## src/rtl/popcount_pkg.sv

```systemverilog
`default_nettype none
// +----------------------------------------------------------------------------+
// | Module      : popcount_pkg                                                 |
// | Description : Shared types and elaboration helpers for popcount_pipe.      |
// |               - stages_f : number of register stages in the reduction tree |
// |               - cnt_w_f  : width needed to hold a count of 0..WIDTH        |
// |               - popcount_sb_t : sideband that travels with each beat       |
// | Revision    : 1.0 - initial release                                        |
// +----------------------------------------------------------------------------+
package popcount_pkg;

  // Per-beat control information carried alongside the partial sums.
  typedef struct packed {
    logic valid;
    logic zeros;
    logic last;
  } popcount_sb_t;

  // One register stage per LPS adder levels, rounded up so the final level
  // always ends on a register.
  function automatic int stages_f(input int width, input int lps);
    int levels;
    levels = $clog2(width);
    return (levels + lps - 1) / lps;
  endfunction

  function automatic int cnt_w_f(input int width);
    return $clog2(width + 1);
  endfunction

endpackage
`default_nettype wire

```

## src/rtl/popcount_tree_lvl.sv

```systemverilog
`default_nettype none
// +----------------------------------------------------------------------------+
// | Module      : popcount_tree_lvl                                            |
// | Description : One combinational level of the popcount adder tree.         |
// |               Adds adjacent pairs of IN_W-bit partial sums into N_OUT      |
// |               partial sums of IN_W+1 bits, so no carry is ever lost.       |
// | Ports       : in_sums  [2*N_OUT*IN_W]   packed input partials, pair j at   |
// |                                          slots 2j and 2j+1                 |
// |               out_sums [N_OUT*(IN_W+1)] packed output partials             |
// | Revision    : 1.0 - initial release                                        |
// +----------------------------------------------------------------------------+
module popcount_tree_lvl
  import popcount_pkg::*;
#(
  parameter int IN_W  = 1,
  parameter int N_OUT = 1
) (
  input  logic [2*N_OUT*IN_W-1:0]   in_sums,
  output logic [N_OUT*(IN_W+1)-1:0] out_sums
);

  for (genvar j = 0; j < N_OUT; j++) begin : g_pair
    logic [IN_W:0] w_a;
    logic [IN_W:0] w_b;

    assign w_a = {1'b0, in_sums[(2*j)*IN_W   +: IN_W]};
    assign w_b = {1'b0, in_sums[(2*j+1)*IN_W +: IN_W]};
    assign out_sums[j*(IN_W+1) +: (IN_W+1)] = w_a + w_b;
  end

endmodule
`default_nettype wire

```

## src/rtl/popcount_pipe.sv

```systemverilog
`default_nettype none
// +----------------------------------------------------------------------------+
// | Module      : popcount_pipe                                                |
// | Description : Pipelined population counter with valid/ready on both       |
// |               sides. Stage 0 registers the (optionally inverted) word,     |
// |               then a balanced adder tree is registered every               |
// |               LEVELS_PER_STAGE levels; the last tree register drives the   |
// |               outputs. Latency is STAGES clocks after acceptance.          |
// |               The whole pipe advances together on en = !out_valid ||       |
// |               out_ready; bubbles are kept.                                 |
// | Ports       : clk, rst        clock, synchronous active-high reset         |
// |               in_valid/ready  input handshake (in_ready = en)              |
// |               in_data [WIDTH] word to count                                |
// |               in_zeros        1 = count zeros for this beat                |
// |               in_last         frame end (accumulator build only)           |
// |               out_valid/ready result handshake                             |
// |               out_count[CNT_W] per-beat count                              |
// |               out_acc [ACC_W] running frame sum incl. current beat         |
// |               out_sat         frame saturated (accumulator build only)     |
// | Config      : define POPCOUNT_PIPE_ACCUM_EN to add the frame accumulator   |
// |               (in_last, out_acc, out_sat, ACC_W).                          |
// | Revision    : 1.0 - initial release                                        |
// +----------------------------------------------------------------------------+
module popcount_pipe
  import popcount_pkg::*;
#(
  parameter int WIDTH            = 32,
  parameter int LEVELS_PER_STAGE = 2,
`ifdef POPCOUNT_PIPE_ACCUM_EN
  parameter int ACC_W            = 16,
`endif
  localparam int CNT_W           = cnt_w_f(WIDTH)
) (
  input  logic             clk,
  input  logic             rst,
  input  logic             in_valid,
  output logic             in_ready,
  input  logic [WIDTH-1:0] in_data,
  input  logic             in_zeros,
`ifdef POPCOUNT_PIPE_ACCUM_EN
  input  logic             in_last,
`endif
  output logic             out_valid,
  input  logic             out_ready,
  output logic [CNT_W-1:0] out_count
`ifdef POPCOUNT_PIPE_ACCUM_EN
  ,
  output logic [ACC_W-1:0] out_acc,
  output logic             out_sat
`endif
);

  localparam int LEVELS = $clog2(WIDTH);
  localparam int PAD_W  = 1 << LEVELS;
  localparam int STAGES = stages_f(WIDTH, LEVELS_PER_STAGE);

  // --------------------------------------------------------------------------
  // Global enable: every register in the pipe moves or holds together.
  // --------------------------------------------------------------------------
  logic w_en;

  assign w_en      = !out_valid || out_ready;
  assign in_ready  = w_en;

  // --------------------------------------------------------------------------
  // Sideband pipe: index 0 is the input register, index STAGES the output.
  // --------------------------------------------------------------------------
  popcount_sb_t r_sb [0:STAGES];
  popcount_sb_t w_sb_in;

  always_comb begin
    w_sb_in       = '0;
    w_sb_in.valid = in_valid;
    w_sb_in.zeros = in_zeros;
`ifdef POPCOUNT_PIPE_ACCUM_EN
    w_sb_in.last  = in_last;
`endif
  end

  always_ff @(posedge clk) begin
    if (rst) begin
      for (int s = 0; s <= STAGES; s++) begin
        r_sb[s] <= '0;
      end
    end else if (w_en) begin
      r_sb[0] <= w_sb_in;
      for (int s = 1; s <= STAGES; s++) begin
        r_sb[s] <= r_sb[s-1];
      end
    end
  end

  assign out_valid = r_sb[STAGES].valid;

  // --------------------------------------------------------------------------
  // Stage 0: invert for zeros mode and zero-pad to a power of two. Padding
  // bits are zero after the XOR so they never contribute to the count.
  // --------------------------------------------------------------------------
  logic [PAD_W-1:0] w_bits;
  logic [PAD_W-1:0] r_bits;

  always_comb begin
    w_bits              = '0;
    w_bits[WIDTH-1:0]   = in_data ^ {WIDTH{in_zeros}};
  end

  always_ff @(posedge clk) begin
    if (rst) begin
      r_bits <= '0;
    end else if (w_en) begin
      r_bits <= w_bits;
    end
  end

  // --------------------------------------------------------------------------
  // Adder tree. Level k holds PAD_W>>k partials of k+1 bits. A register is
  // placed after every LEVELS_PER_STAGE levels and always after the last one.
  // --------------------------------------------------------------------------
  for (genvar k = 1; k <= LEVELS; k++) begin : g_lvl
    localparam int N_OUT = PAD_W >> k;

    logic [2*N_OUT*k-1:0]   lvl_in;
    logic [N_OUT*(k+1)-1:0] lvl_sum;
    logic [N_OUT*(k+1)-1:0] lvl_out;

    if (k == 1) begin : g_src_bits
      assign lvl_in = r_bits;
    end else begin : g_src_prev
      assign lvl_in = g_lvl[k-1].lvl_out;
    end

    popcount_tree_lvl #(
      .IN_W  (k),
      .N_OUT (N_OUT)
    ) u_lvl (
      .in_sums  (lvl_in),
      .out_sums (lvl_sum)
    );

    if (((k % LEVELS_PER_STAGE) == 0) || (k == LEVELS)) begin : g_reg
      logic [N_OUT*(k+1)-1:0] r_sum;

      always_ff @(posedge clk) begin
        if (rst) begin
          r_sum <= '0;
        end else if (w_en) begin
          r_sum <= lvl_sum;
        end
      end

      assign lvl_out = r_sum;
    end else begin : g_comb
      assign lvl_out = lvl_sum;
    end
  end

  // The root is LEVELS+1 bits; for non power-of-two widths the top bit can
  // never be set (count <= WIDTH), so CNT_W bits hold every value.
  assign out_count = g_lvl[LEVELS].lvl_out[CNT_W-1:0];

  // Fields and bits that are carried for uniformity but not consumed.
  logic [STAGES:0] w_unused_sb;
  logic            w_unused_root;

  for (genvar s = 0; s <= STAGES; s++) begin : g_sb_unused
    assign w_unused_sb[s] = r_sb[s].zeros ^ r_sb[s].last;
  end

  assign w_unused_root = ^g_lvl[LEVELS].lvl_out;

`ifdef POPCOUNT_PIPE_ACCUM_EN
  // --------------------------------------------------------------------------
  // Frame accumulator, updated only when a result is consumed so a stalled
  // beat is added exactly once. out_acc already includes the beat on the
  // output so downstream sees the running total without waiting a cycle.
  // --------------------------------------------------------------------------
  localparam int SUM_W = ((ACC_W > CNT_W) ? ACC_W : CNT_W) + 1;

  logic [ACC_W-1:0] r_acc;
  logic             r_sat;
  logic [SUM_W-1:0] w_sum;
  logic             w_ovf;
  logic [ACC_W-1:0] w_acc_next;

  assign w_sum      = SUM_W'(r_acc) + SUM_W'(out_count);
  assign w_ovf      = |w_sum[SUM_W-1:ACC_W];
  assign w_acc_next = w_ovf ? {ACC_W{1'b1}} : w_sum[ACC_W-1:0];

  assign out_acc    = w_acc_next;
  assign out_sat    = r_sat | w_ovf;

  always_ff @(posedge clk) begin
    if (rst) begin
      r_acc <= '0;
      r_sat <= 1'b0;
    end else if (out_valid && out_ready) begin
      if (r_sb[STAGES].last) begin
        r_acc <= '0;
        r_sat <= 1'b0;
      end else begin
        r_acc <= w_acc_next;
        r_sat <= r_sat | w_ovf;
      end
    end
  end
`endif

endmodule
`default_nettype wire

```

## config.mk

```make
export PLATFORM = sky130hd
export DESIGN_NAME = popcount_pipe
export DESIGN_NICKNAME = d
export VERILOG_FILES = /design/src/rtl/popcount_pkg.sv /design/src/rtl/popcount_tree_lvl.sv /design/src/rtl/popcount_pipe.sv
export SDC_FILE = /design/constraint.sdc
export NUM_CORES = 1
export LEC_CHECK = 0
export BUFFER_PORTS_ARGS = -buffer_cell sky130_fd_sc_hd__buf_2
export CAP_MARGIN = 20
export CORE_MARGIN = 4
export CORE_UTILIZATION = 40
export CTS_BUF_LIST = sky130_fd_sc_hd__clkbuf_4
export DETAILED_ROUTE_END_ITERATION = 16
export HOLD_SLACK_MARGIN = 0.05
export PLACE_DENSITY = 0.66
export SYNTH_ARGS = -nofsm -noshare
export SYNTH_HDL_FRONTEND = slang
export SYNTH_SLANG_ARGS = --single-unit
```

## constraint.sdc

```tcl
create_clock -name clk -period 3 [get_ports clk]
set_input_delay 0.6 -clock clk [delete_from_list [all_inputs] [get_ports clk]]
set_output_delay 0.6 -clock clk [all_outputs]
set_load 0.02 [all_outputs]
```

==> metrics.txt <==
status completed; Seq pwr share 0.528; Post-Syn Instances 451; fin crit period 2.53 ns; crit start category flip-flop; drt pass-1 iters 4; postcts setup bufs 0; mapped cell area 4190 µm²; DRC viols 0; clock share of power 0.227; final global-route overflow total 0; TritonCTS clock tree done; Fin Setup TNS 0 ns; ys async rst share 0; clk root buf clkbuf_4; first-pass GRT wire length 12.6 mm; Main synth FF type dfxtp_1; unrepaired setup endpoints after global routing false; number of synthesized flops with an enable pin 4; Hold Crit Class input pin to flip-flop; top-area cell type share of the netlist area 0.344; Post-CTS Resized 0; final number of setup-violating endpoints 0; Worst-Margin Slew 0.836 ns; skew final 0.0136 ns; most frequent cell after synthesis dfxtp_1; detailed placement HPWL 5.36 mm; crit share post-route 0.843; maxcap violations 0; Yosys warnings 0; row cnt 37; mean post-synth cell area 9.29 µm²; number of H-tree levels 3; fmax 395 MHz; share of layout cells above drive strength 1 0.154; ANT cells 0; Synthesized Nets 538; DR iter-0 viols 106; number of cells on the worst reg-to-reg path 10; starting density of the core 0.408; CP endpoint kind flip-flop; via count 2,903; hold buffer count at CTS 0; top cells by area, synth dfxtp_1 34%, fa_1 10%, ha_1 8.7%; clock sinks 76; required time of the critical path 3.36 ns; final RePlAce weighted congestion 0.783; register area share after synthesis 0.373; Die Ht 110 µm; worst hold path depth 2; peak supply drop 0.344 mV; Rel. slew slack 0.443; Die X 110 µm; final WL 7.22 mm; largest net degree at the start of global routing 44; Final Max Tran Viols 0; Clk Latency, worst-skew pair 0.42 ns; num ports 45; DRT antenna net count 0; Core ar. 10,300 µm²; port buffer count 44; Sw Share 0.322; Final #Nets 569; WL per Instance 11.6 µm; Net Switching 0.000737 W; Logic pwr share 0.246; antenna violations before repair 0; Int Power 0.00155 W; kind of critical path flip-flop to flip-flop; vias in the first global route 2,914; post-synthesis register bit count 76; Data arrival, critical path 2.89 ns; post-layout util 0.436; Distinct cells, synth 30; TritonCTS buffer count 9; clk slew on worst S/H paths 0.13 ns; Max clock buf depth 2; DR vias/cell 4.66; Area Overhead vs Synth 6.96%; leakage power 2.05 nW; Crit Path Max Fanout 2; post-synth top area cell dfxtp_1; PD cells 511 nW/µm²; Synth top cells by count 72 x dfxtp_1, 66 x nand2_1, 60 x inv_1; Total GRT Usage 0.128; die area 12,200 µm²; Hold Fails Final Rpt 0
-- cell families (layout without fill, tap and decap cells) --
logic type	Yosys count	count (layout)	share of synthesized area
AO/OA/AOI/OAI	79	79	0.135
XOR/XNOR	35	35	0.0731
adder cells (fa/ha/maj)	50	50	0.187
buffers and inverters	90	126	0.114
flip-flops	76	76	0.373
AND/OR/NAND/NOR	121	121	0.119
-- layer usage --
| layer | routed length [µm] | global-route usage | up-vias |
|---|---|---|---|
| li1 | - | - | 1505 |
| met1 | 3490 | 0.163 | 1352 |
| met2 | 3390 | 0.215 | 37 |
| met3 | 257 | 0.0349 | 9 |
| met4 | 91 | 0.0369 | 0 |
| met5 | 0 | 0 | - |
-- placed cells by master, fill, tap and decap left out, types with 9 or more instances in the layout --
cell / synthesis / layout
nand2_1: 66 / 66
ha_1: 29 / 29
clkbuf_4: 0 / 9
a211oi_2: 10 / 10
inv_1: 60 / 60
a21oi_1: 35 / 35
xor2_1: 24 / 24
xnor2_1: 11 / 11
buf_2: 10 / 44
fa_1: 21 / 21
a211oi_1: 27 / 27
dfxtp_1: 72 / 72
nor2_1: 39 / 39
-- power groups by stage --
stage | sequential, W | clock, W | combinational, W
after floorplan | 0.00124 | 0 | 0.000423
after global placement | 0.00123 | 0 | 0.000555
after detailed placement | 0.00123 | 0 | 0.000570
after CTS | 0.00121 | 0.000545 | 0.000573
after global routing | 0.00123 | 0.000582 | 0.000657
final | 0.00121 | 0.000519 | 0.000563
-- cell type report --
cell class                 instances  area [µm²]
fill                            1049        5790
multi-input combinational        285        2150
sequential                        76        1560
timing repair buffer              49         258
inverter                          61         231
tap                              136         170
clock buffer                       9        67.6
clock inverter                     7        41.3
-- worst paths after layout --
| check | startpoint | end | slack, ns |
|---|---|---|---|
| setup / recovery | g_lvl[2].g_reg.r_sum[4]$_SDFFE_PP0P_ | g_lvl[4].g_reg.r_sum[3]$_SDFFE_PP0P_ | 0.47 |
| hold / removal | in_valid | r_sb[0][2]$_SDFFCE_PN0P_ | 0.45 |
| setup reg to reg | g_lvl[2].g_reg.r_sum[4]$_SDFFE_PP0P_ | g_lvl[4].g_reg.r_sum[3]$_SDFFE_PP0P_ | 0.47 |
| hold reg to reg | out_count[1]$_SDFFE_PP0P_ | out_count[1]$_SDFFE_PP0P_ | 0.46 |
-- state kept, by name (all words and copies together), names as in the netlist --
signal	cells
out_count	6
r_sb	4
g_lvl.lvl_in	32
g_lvl.g_reg.r_sum	34
-- critical path: stages, from the launching register on --
cell and delay, ns:
dfxtp_1 0.36, inv_1 0.06, fa_1 0.51, inv_1 0.06
fa_1 0.50, ha_1 0.18, inv_1 0.06, fa_1 0.37
xnor2_1 0.16, nand2_1 0.06, a21oi_1 0.14
-- per-stage QoR --
step	total power, W	hold WS [ns]	cells	setup WS [ns]	instance area, µm²
2_1_floorplan	0.00166	0.432	451	0.624	4190
3_3_place_gp	0.00178	0.440	607	0.553	4370
3_5_place_dp	0.00180	0.444	607	0.497	4370
4_1_cts	0.00233	0.423	623	0.476	4480
5_1_grt	0.00246	0.425	623	0.366	4480
6_report	0.00229	0.449	623	0.471	4480
No activity file was read; power rests on OpenSTA's default activity.
